[src/rtl/acc_requant_pkg.sv]
// Shared definitions for the accumulator requantiser.
// Contents: per-beat mode encoding and helpers giving the signed output range.
package acc_requant_pkg;

    typedef enum logic [1:0] {
        MODE_TRUNC    = 2'd0,
        MODE_SAT      = 2'd1,
        MODE_RND_SAT  = 2'd2,
        MODE_RELU_SAT = 2'd3
    } mode_e;

    // Largest value representable in a w-bit two's complement result.
    function automatic int out_max(input int unsigned w);
        return (32'sd1 <<< (w - 1)) - 32'sd1;
    endfunction

    // Smallest value representable in a w-bit two's complement result.
    function automatic int out_min(input int unsigned w);
        return -(32'sd1 <<< (w - 1));
    endfunction

endpackage

[src/rtl/requant_lane.sv]
// Combinational per-lane requantisation, split into the two pipeline halves.
// Ports:
//   x, mode_s1        : raw accumulator lane and its mode (stage 1 inputs)
//   t_c               : shifted / rounded value, IN_W+1 bits signed
//   t, mode_s2        : registered stage-1 value and mode (stage 2 inputs)
//   y_c, ovf_c        : narrowed OUT_W-bit result and its overflow flag
module requant_lane
    import acc_requant_pkg::*;
#(
    parameter int unsigned IN_W       = 22,
    parameter int unsigned OUT_W      = 9,
    parameter int unsigned FRAC_SHIFT = 5
) (
    input  logic        [IN_W-1:0]  x,
    input  mode_e                   mode_s1,
    output logic signed [IN_W:0]    t_c,
    input  logic signed [IN_W:0]    t,
    input  mode_e                   mode_s2,
    output logic        [OUT_W-1:0] y_c,
    output logic                    ovf_c
);

    localparam int unsigned TW = IN_W + 1;
    localparam logic signed [TW-1:0] MAX_T = TW'(out_max(OUT_W));
    localparam logic signed [TW-1:0] MIN_T = TW'(out_min(OUT_W));
    localparam logic signed [TW-1:0] HALF  = TW'(2 ** (FRAC_SHIFT - 1));

    logic signed [TW-1:0] xe;
    logic signed [TW-1:0] rnd;
    logic                 over;
    logic                 under;

    // Stage 1: sign-extend one bit so rounding at the top of range cannot wrap.
    always_comb begin
        xe  = {x[IN_W-1], x};
        rnd = '0;
        if (mode_s1 == MODE_RND_SAT) begin
            rnd = HALF;
        end
        t_c = (xe + rnd) >>> FRAC_SHIFT;
    end

    // Stage 2: narrow with wrap, clamp or ReLU clamp.
    always_comb begin
        over  = (t > MAX_T);
        under = (t < MIN_T);
        y_c   = t[OUT_W-1:0];
        ovf_c = over | under;
        case (mode_s2)
            MODE_TRUNC: begin
            end
            MODE_SAT, MODE_RND_SAT: begin
                if (over) begin
                    y_c = MAX_T[OUT_W-1:0];
                end else if (under) begin
                    y_c = MIN_T[OUT_W-1:0];
                end
            end
            MODE_RELU_SAT: begin
                ovf_c = over;
                if (t[TW-1]) begin
                    y_c = '0;
                end else if (over) begin
                    y_c = MAX_T[OUT_W-1:0];
                end
            end
            default: begin
            end
        endcase
    end

endmodule

[src/rtl/acc_requant_pipe.sv]
// Two-stage stall-all requantiser between the accumulator bank and the
// activation buffer, with per-lane overflow, sticky flags and event counter.
// Ports:
//   clk, rst             : clock, synchronous active-high reset
//   in_valid/in_ready    : input handshake; in_data packs N_CH IN_W lanes
//   in_mode              : per-beat mode, captured on acceptance
//   out_valid/out_ready  : output handshake; out_data packs N_CH OUT_W lanes
//   out_ovf              : per-lane overflow of the presented beat
//   sticky_ovf, ovf_cnt  : accumulated overflow status; clear zeroes both
module acc_requant_pipe
    import acc_requant_pkg::*;
#(
    parameter int unsigned N_CH       = 4,
    parameter int unsigned IN_W       = 22,
    parameter int unsigned OUT_W      = 9,
    parameter int unsigned FRAC_SHIFT = 5,
    parameter int unsigned CNT_W      = 16
) (
    input  logic                    clk,
    input  logic                    rst,
    input  logic                    in_valid,
    output logic                    in_ready,
    input  logic [N_CH*IN_W-1:0]    in_data,
    input  logic [1:0]              in_mode,
    output logic                    out_valid,
    input  logic                    out_ready,
    output logic [N_CH*OUT_W-1:0]   out_data,
    output logic [N_CH-1:0]         out_ovf,
    output logic [N_CH-1:0]         sticky_ovf,
    output logic [CNT_W-1:0]        ovf_cnt,
    input  logic                    clear
);

    localparam int unsigned TW = IN_W + 1;

    logic                    en;
    logic                    xfer;
    mode_e                   in_mode_e;
    logic                    s1_valid;
    mode_e                   s1_mode;
    logic signed [TW-1:0]    s1_t [N_CH];
    logic signed [TW-1:0]    t_c  [N_CH];
    logic [OUT_W-1:0]        y_c  [N_CH];
    logic [N_CH-1:0]         ovf_c;
    logic [N_CH*OUT_W-1:0]   out_data_c;
    logic [N_CH-1:0]         sticky_c;
    logic [CNT_W-1:0]        cnt_c;

    // Whole pipeline advances only when the output register is free or drained.
    assign en        = !out_valid || out_ready;
    assign in_ready  = en;
    assign xfer      = out_valid && out_ready;
    assign in_mode_e = mode_e'(in_mode);

    for (genvar i = 0; i < N_CH; i++) begin : g_lane
        requant_lane #(
            .IN_W       (IN_W),
            .OUT_W      (OUT_W),
            .FRAC_SHIFT (FRAC_SHIFT)
        ) u_lane (
            .x       (in_data[i*IN_W +: IN_W]),
            .mode_s1 (in_mode_e),
            .t_c     (t_c[i]),
            .t       (s1_t[i]),
            .mode_s2 (s1_mode),
            .y_c     (y_c[i]),
            .ovf_c   (ovf_c[i])
        );
    end

    // Pack lane results for the output register.
    always_comb begin
        out_data_c = '0;
        for (int i = 0; i < N_CH; i++) begin
            out_data_c[i*OUT_W +: OUT_W] = y_c[i];
        end
    end

    // Stage 1 register: shifted lanes plus the mode they were accepted with.
    always_ff @(posedge clk) begin
        if (rst) begin
            s1_valid <= 1'b0;
            s1_mode  <= MODE_TRUNC;
            for (int i = 0; i < N_CH; i++) begin
                s1_t[i] <= '0;
            end
        end else if (en) begin
            s1_valid <= in_valid;
            if (in_valid) begin
                s1_mode <= in_mode_e;
                for (int i = 0; i < N_CH; i++) begin
                    s1_t[i] <= t_c[i];
                end
            end
        end
    end

    // Stage 2 register: presented output beat, held while stalled.
    always_ff @(posedge clk) begin
        if (rst) begin
            out_valid <= 1'b0;
            out_data  <= '0;
            out_ovf   <= '0;
        end else if (en) begin
            out_valid <= s1_valid;
            if (s1_valid) begin
                out_data <= out_data_c;
                out_ovf  <= ovf_c;
            end
        end
    end

    // Clear takes effect first, then the same-cycle transfer's event applies.
    always_comb begin
        sticky_c = clear ? '0 : sticky_ovf;
        cnt_c    = clear ? '0 : ovf_cnt;
        if (xfer) begin
            sticky_c = sticky_c | out_ovf;
            if ((|out_ovf) && (cnt_c != {CNT_W{1'b1}})) begin
                cnt_c = cnt_c + CNT_W'(1);
            end
        end
    end

    // Overflow status registers.
    always_ff @(posedge clk) begin
        if (rst) begin
            sticky_ovf <= '0;
            ovf_cnt    <= '0;
        end else begin
            sticky_ovf <= sticky_c;
            ovf_cnt    <= cnt_c;
        end
    end

endmodule

[config.mk]
export PLATFORM = sky130hd
export DESIGN_NAME = acc_requant_pipe
export DESIGN_NICKNAME = d
export VERILOG_FILES = /design/src/rtl/acc_requant_pkg.sv /design/src/rtl/requant_lane.sv /design/src/rtl/acc_requant_pipe.sv
export SDC_FILE = /design/constraint.sdc
export NUM_CORES = 1
export LEC_CHECK = 0
export ABC_AREA = 1
export CORE_MARGIN = 2
export CORE_UTILIZATION = 52
export DETAILED_ROUTE_END_ITERATION = 7
export GPL_ROUTABILITY_DRIVEN = 0
export MAX_ROUTING_LAYER = met4
export PLACE_DENSITY = 0.91
export SKIP_LAST_GASP = 1
export SLEW_MARGIN = 20
export SYNTH_ARGS = -nofsm -noshare
export SYNTH_HDL_FRONTEND = slang
export SYNTH_SLANG_ARGS = --single-unit
[constraint.sdc]
create_clock -name clk -period 3.4 [get_ports clk]
set_clock_uncertainty 0.15 [all_clocks]
set_input_delay 0.68 -clock clk [delete_from_list [all_inputs] [get_ports clk]]
set_output_delay 0.68 -clock clk [all_outputs]
set_load 0.02 [all_outputs]
==> results.toml, run 1 <==
[floorplanning]
die_h_um = 122.7
fp.dieArea_um2 = 15050
core_area_um2 = 13830
die_w_um = 122.7
ioPinCount = 157
num_rows = 43
initial_core_util = 0.5297

[critical_path]
crit_fanout = 4
slowest_stage = "clkdlybuf4s50_1"
cp_slowest_stage_delay_ns = 0.49
cp-end-kind = "flip-flop"
crit_chain = "clkdlybuf4s50_1 > inv_1 > nor2_1 > buf_4 > nand2_1 > inv_1 > ha_1 > nand2_1 > inv_1 > nand2_1 > nor2_1 > nand2_1 > nor2_1 > nand3_1 > nor2_1 > nor3b_1"
cp-start-kind = "input port"
path_buf_inv = 5
critical-path-top-delay-family = "simple AND/OR/NAND/NOR gates"
crit_required_ns = 3.41
worstSetupPathType = "input port to flip-flop"
critPathArrivalTime_ns = 2.95

[cts]
ctsResizeCount = 0
clock-root-buffer = "clkbuf_16"
postCtsSetupRepairBufs = 0
cts_buffer_depth = 2
numClockSinks = 136
clk_latency_ns = 0.42
cts_tree = "built"
cts_made_buffers = 17
postCtsHoldBufs = 0
h-tree-depth = 4
clkTransAtPathRegs_ns = 0.06

[finish]
finish.utilization = 0.6985
num_antenna_cells = 0
layout.nets = 1246
fillers = 1022
multiInputGateArea_um2 = 3306
syn2layout_area_growth_pct = 31.86
layout_common_cells = "257 x nand2_1, 140 x clkdlybuf4s50_1, 127 x nor2_1, 121 x inv_1, 98 x a21oi_1"
seqCellArea_um2 = 3443
layout_commonest_cell = "nand2_1"
drive_gt1_frac = 0.06309

[drt]
dr.first_iter.drc_count = 557
post-route-drc-count = 0
drtPass1Iterations = 6
vias_per_cell = 5.323
vias = 7117
drt-total-wl_um = 18580
postRouteAntennaNets = 0
routedWlPerCell_um = 13.89

[sta]
fmax_ghz = 0.3399
slew_violations = 0
min_period_ns = 2.942
finalSetupViolCount = 0
setup-tns-final_ns = 0
worst_pin_slew_ns = 0.7173
max_slew_margin = 0.5189
rsz0062_at_grt = "no"
hold_viol = 0
min_period_over_period = 0.8652
setup_ws_ns = 0.4583

[synthesis]
synth_edf_count = 72
syn_area_per_cell_um2 = 7.369
synthDistinctLibCells = 38
ys.flop_type = "edfxtp_1"
synth-seq-area-share = 0.4701
syn_inst = 994
ys_async_sr_fraction = 0
netlist_area_um2 = 7325
yosys_warnings = 0
postSynthNetCount = 1096
ys_ff_latch = 136

[placed_design]
io_buffers = 140
hpwl_um = 13060
place_ws_ns = 0.07228

[global_route]
grt_overflow = 0
antenna_found_initial = 0
grt_usage = 0.2597
grt_max_degree = 75
grt_pass1_vias = 6650
grt_pass1_wl_um = 29950

[power_and_ir_drop]
vdd_ir_drop_max_v = 0.0004202
leakage_uw = 0.004068
power_density_nw_per_um2 = 470.3
fin_total_pwr_uw = 4542

[run_status]
outcome = "finished, final reports clean"

[min_path]
hold_path_class = "flip-flop to flip-flop"

[run]
maxCapViolCount = 0
==> final timing paths <==
path | start | endpoint | slack [ns] | cells after the start
worst max-delay path | in_mode[1] | s1_t[0][15] | 0.46 | 16
worst min-delay path | out_data[17] | out_data[17] | 0.32 | 2
worst min register to register | out_data[17] | out_data[17] | 0.32 | 2
worst max register to register | s1_mode[0] | out_data[20] | 1.22 | 6
==> registers in the layout, summed over array words and instances (netlist names) <==
signal	cells
sticky_ovf	4
out_ovf	4
s1_valid	1
out_valid	1
s1_mode	2
out_data	36
ovf_cnt	16
s1_t	72
==> Yosys cell counts, drive strengths merged, types with 2 or more instances <==
| library cell | instances | area, um2 |
|---|---|---|
| nand2 | 263 | 999.7 |
| o22ai | 2 | 12.51 |
| nor3b | 9 | 67.56 |
| nand3 | 43 | 220.2 |
| or2 | 5 | 31.28 |
| nor3 | 32 | 176.4 |
| clkbuf | 23 | 86.33 |
| nor2 | 131 | 496.7 |
| xnor2 | 6 | 52.55 |
| nand4 | 12 | 75.07 |
| xor2 | 5 | 43.79 |
| nor4 | 4 | 25.02 |
| clkinv | 3 | 11.26 |
| edfxtp | 72 | 2162 |
| o21ai | 67 | 335.3 |
| buf | 4 | 32.53 |
| ha | 7 | 87.58 |
| o31ai | 5 | 57.56 |
| o211ai | 3 | 22.52 |
| dfxtp | 64 | 1281 |
| a31oi | 3 | 18.77 |
| a21oi | 98 | 490.5 |
| and3 | 2 | 12.51 |
| inv | 122 | 457.9 |
| nand3b | 4 | 30.03 |
==> power by group <==
| part | switching, uW | internal, uW |
|---|---|---|
| combinational | 366 | 261 |
| sequential | 61.1 | 1850 |
| clock | 695 | 1310 |
| total | 1120 | 3420 |
==> stage by stage <==
stage | instance area (um2) | std cells | hold slack, ns
after floorplan | 7325 | 994 | 0.3063
after global placement | 8992 | 1305 | 0.3017
after detailed placement | 8992 | 1305 | 0.3065
after CTS | 9658 | 1337 | 0.3152
after global routing | 9658 | 1337 | 0.3320
final | 9658 | 1337 | 0.3157
==> layer usage <==
layer  vias up  GRT usage  share of wire
li1       3568          -              -
met1      3214     0.2949           0.40
met2       295     0.4437           0.50
met3        40    0.05576          0.072
met4         0     0.1078          0.026
met5         -          -              0
==> layout make-up <==
type,count,area share
clock buffers,25,0.05895
well taps,180,0.02332
clock inverters,7,0.009975
multi-input cells,706,0.3423
flip-flops and latches,136,0.3565
repair buffers,158,0.1604
inverters,125,0.04858
==> logic make-up (layout without fill, tap and decap cells) <==
group | Yosys count | count (layout) | synth area share
compound gates | 182 | 182 | 0.1322
fa+ha+maj | 7 | 7 | 0.01196
simple gates | 506 | 506 | 0.2923
flops | 136 | 136 | 0.4701
buf+inv | 152 | 315 | 0.08029
xor+xnor | 11 | 11 | 0.01315
==> tightest hold or removal path, delay by kind of cell (launching register included) <==
family             cells  cell delay, ns
AOI/OAI and AO/OA      1            0.05
DFF                    1            0.31
and+or+nand+nor        1            0.06
Power figures use the tool's default switching activity.
==> run 2: changes to the inputs <==
Settings changed: CORE_UTILIZATION 52 to 53, CTS_BUF_LIST set to sky130_fd_sc_hd__clkbuf_4 sky130_fd_sc_hd__clkbuf_8, PLACE_DENSITY 0.91 to 0.93.
==> run 2 against run 1 <==
Effect of this change: first-iteration DRC count is 15% higher; combinational power hardly changed; worst setup slack worse by 0.026 ns; global-route usage is 0.64 points higher; non-clock buffer count is 1 lower; sequential cell count stayed put; routed wire length is 0.73% higher; total power is 13% lower.
==> results.toml, run 2 (synthesis results as in run 1) <==
[power_and_ir_drop]
combPwrFrac = 0.157
power_density_nw_per_um2 = 422.3
power_frac_seq = 0.479
p_sw_frac = 0.2588
netSwitchingPower_uw = 1028
vdd_ir_drop_max_v = 0.0002723
leakage_uw = 0.003953
power.internal_uw = 2944
clockPowerShare = 0.364

[critical_path]
crit_chain = "clkdlybuf4s50_1 > inv_1 > nor2_1 > buf_4 > nand2_1 > inv_1 > ha_1 > nand2_1 > inv_1 > nand2_1 > nor2_1 > nand2_1 > nor2_1 > nand3_1 > nor2_1 > nor3b_1"
r2r_cells = 13
cp-start-kind = "input port"
crit_required_ns = 3.44
worstSetupPathType = "input port to flip-flop"
path_buf_inv = 5
crit_fanout = 4
slowest_stage = "clkdlybuf4s50_1"
critical-path-top-delay-family = "simple AND/OR/NAND/NOR gates"
rrSetupSlack_ns = 1.35
worst-path-stages = 16
cp_slowest_stage_delay_ns = 0.50
cp-end-kind = "flip-flop"
critPathArrivalTime_ns = 3.01

[placed_design]
io_buffers = 140
hpwl_um = 13320

[sta]
holdWs_ns = 0.3164
slew_violations = 0
fmax_ghz = 0.3370
min_period_ns = 2.968
hold_viol = 0
finalSetupViolCount = 0
rsz0062_at_grt = "no"
setup-tns-final_ns = 0
worst_pin_slew_ns = 0.6906
min_period_over_period = 0.8728
max_slew_margin = 0.5368

[finish]
top_register = "s1_t"
reg.largest.list = "s1_t (72), out_data (36), ovf_cnt (16)"
layout_commonest_cell = "nand2_1"
num_antenna_cells = 0
drive_gt1_frac = 0.05974
layout_common_cells = "257 x nand2_1, 140 x clkdlybuf4s50_1, 127 x nor2_1, 121 x inv_1, 98 x a21oi_1"
finish.utilization = 0.7047
syn2layout_area_growth_pct = 28.42
layout.nets = 1245
largest_register_ffs = 72

[floorplanning]
initial_core_util = 0.5487
ioPinCount = 157
die_w_um = 121.6
num_rows = 42
core_area_um2 = 13350
die_h_um = 121.6
fp.dieArea_um2 = 14780

[drt]
postRouteAntennaNets = 0
post-route-drc-count = 0
vias_per_cell = 5.421
vias = 7215
dr.first_iter.drc_count = 642
drtPass1Iterations = 7
routedWlPerCell_um = 14.06
drt-total-wl_um = 18710

[cts]
clk_latency_ns = 0.44
numClockSinks = 136
clkTransAtPathRegs_ns = 0.07
h-tree-depth = 4
postCtsHoldBufs = 0
cts_tree = "built"
clock-root-buffer = "clkbuf_8"
cts_made_buffers = 17
cts_buffer_depth = 2
ctsResizeCount = 0
postCtsSetupRepairBufs = 0

[min_path]
holdPathStages = 2
hold_path_class = "flip-flop to flip-flop"

[global_route]
grt_overflow = 0
antenna_found_initial = 0
grt_pass1_vias = 6710
grt_pass1_wl_um = 30070
grt_usage = 0.2661
grt_max_degree = 51

[run_status]
outcome = "finished, final reports clean"

[run]
maxCapViolCount = 0
==> run 2: changes by cell type in the layout (fill, tap and decap cells not counted) <==
cell       before  now
buf_4          17   16
bufinv_16       2    4
clkbuf_16      20    0
clkbuf_4        0    2
clkbuf_8        5   19
clkinv_1        3    5
clkinv_2        1    3
clkinv_4        1    0
inv_4           1    0
inv_6           1    0
==> run 2: final timing paths <==
check / end / startpoint
worst min-delay path: out_data[17] / out_data[17]
worst max-delay path: s1_t[0][15] / in_mode[1]
worst min register to register: out_data[17] / out_data[17]
worst max register to register: ovf_cnt[2] / ovf_cnt[0]
==> run 2: layout make-up <==
class                      instances  area, um2
sequential                       136       3443
timing repair buffer             157       1541
multi-input combinational        706       3306
fill                            1024       3941
tap                              176      220.2
clock inverter                    10      150.1
clock buffer                      21      276.5
inverter                         125      469.2
==> run 2: tightest hold or removal path, stage by stage, from the launching register on <==
cell and delay (ns):
dfxtp_1 0.31, nand2_1 0.06, a21oi_1 0.05
==> run 2: per-stage QoR <==
stage	std cells	power, uW	setup WS, ns	instance area, um2
3_5_place_dp	1300	2551	0.03300	8980
3_3_place_gp	1300	2530	0.1609	8980
6_report	1331	3972	0.4323	9407
5_1_grt	1331	4122	0.2170	9407
4_1_cts	1331	3974	0.4890	9407
2_1_floorplan	994	2261	0.2267	7325
==> run 2: power by group through the flow <==
stage / logic, uW / registers [uW] / clock network [uW]
2_1_floorplan: 293 / 1970 / 0
3_3_place_gp: 599 / 1930 / 0
3_5_place_dp: 615 / 1940 / 0
4_1_cts: 621 / 1900 / 1450
5_1_grt: 687 / 1910 / 1520
6_report: 625 / 1900 / 1440
==> run 2: per-layer routing <==
layer | part of all wire | routed length, um | track usage | up-vias
li1 | - | - | - | 3567
met3 | 0.073 | 1364 | 0.05243 | 55
met2 | 0.50 | 9339 | 0.4565 | 335
met5 | 0 | 0 | - | -
met4 | 0.031 | 586 | 0.1250 | 0
met1 | 0.40 | 7418 | 0.2998 | 3258
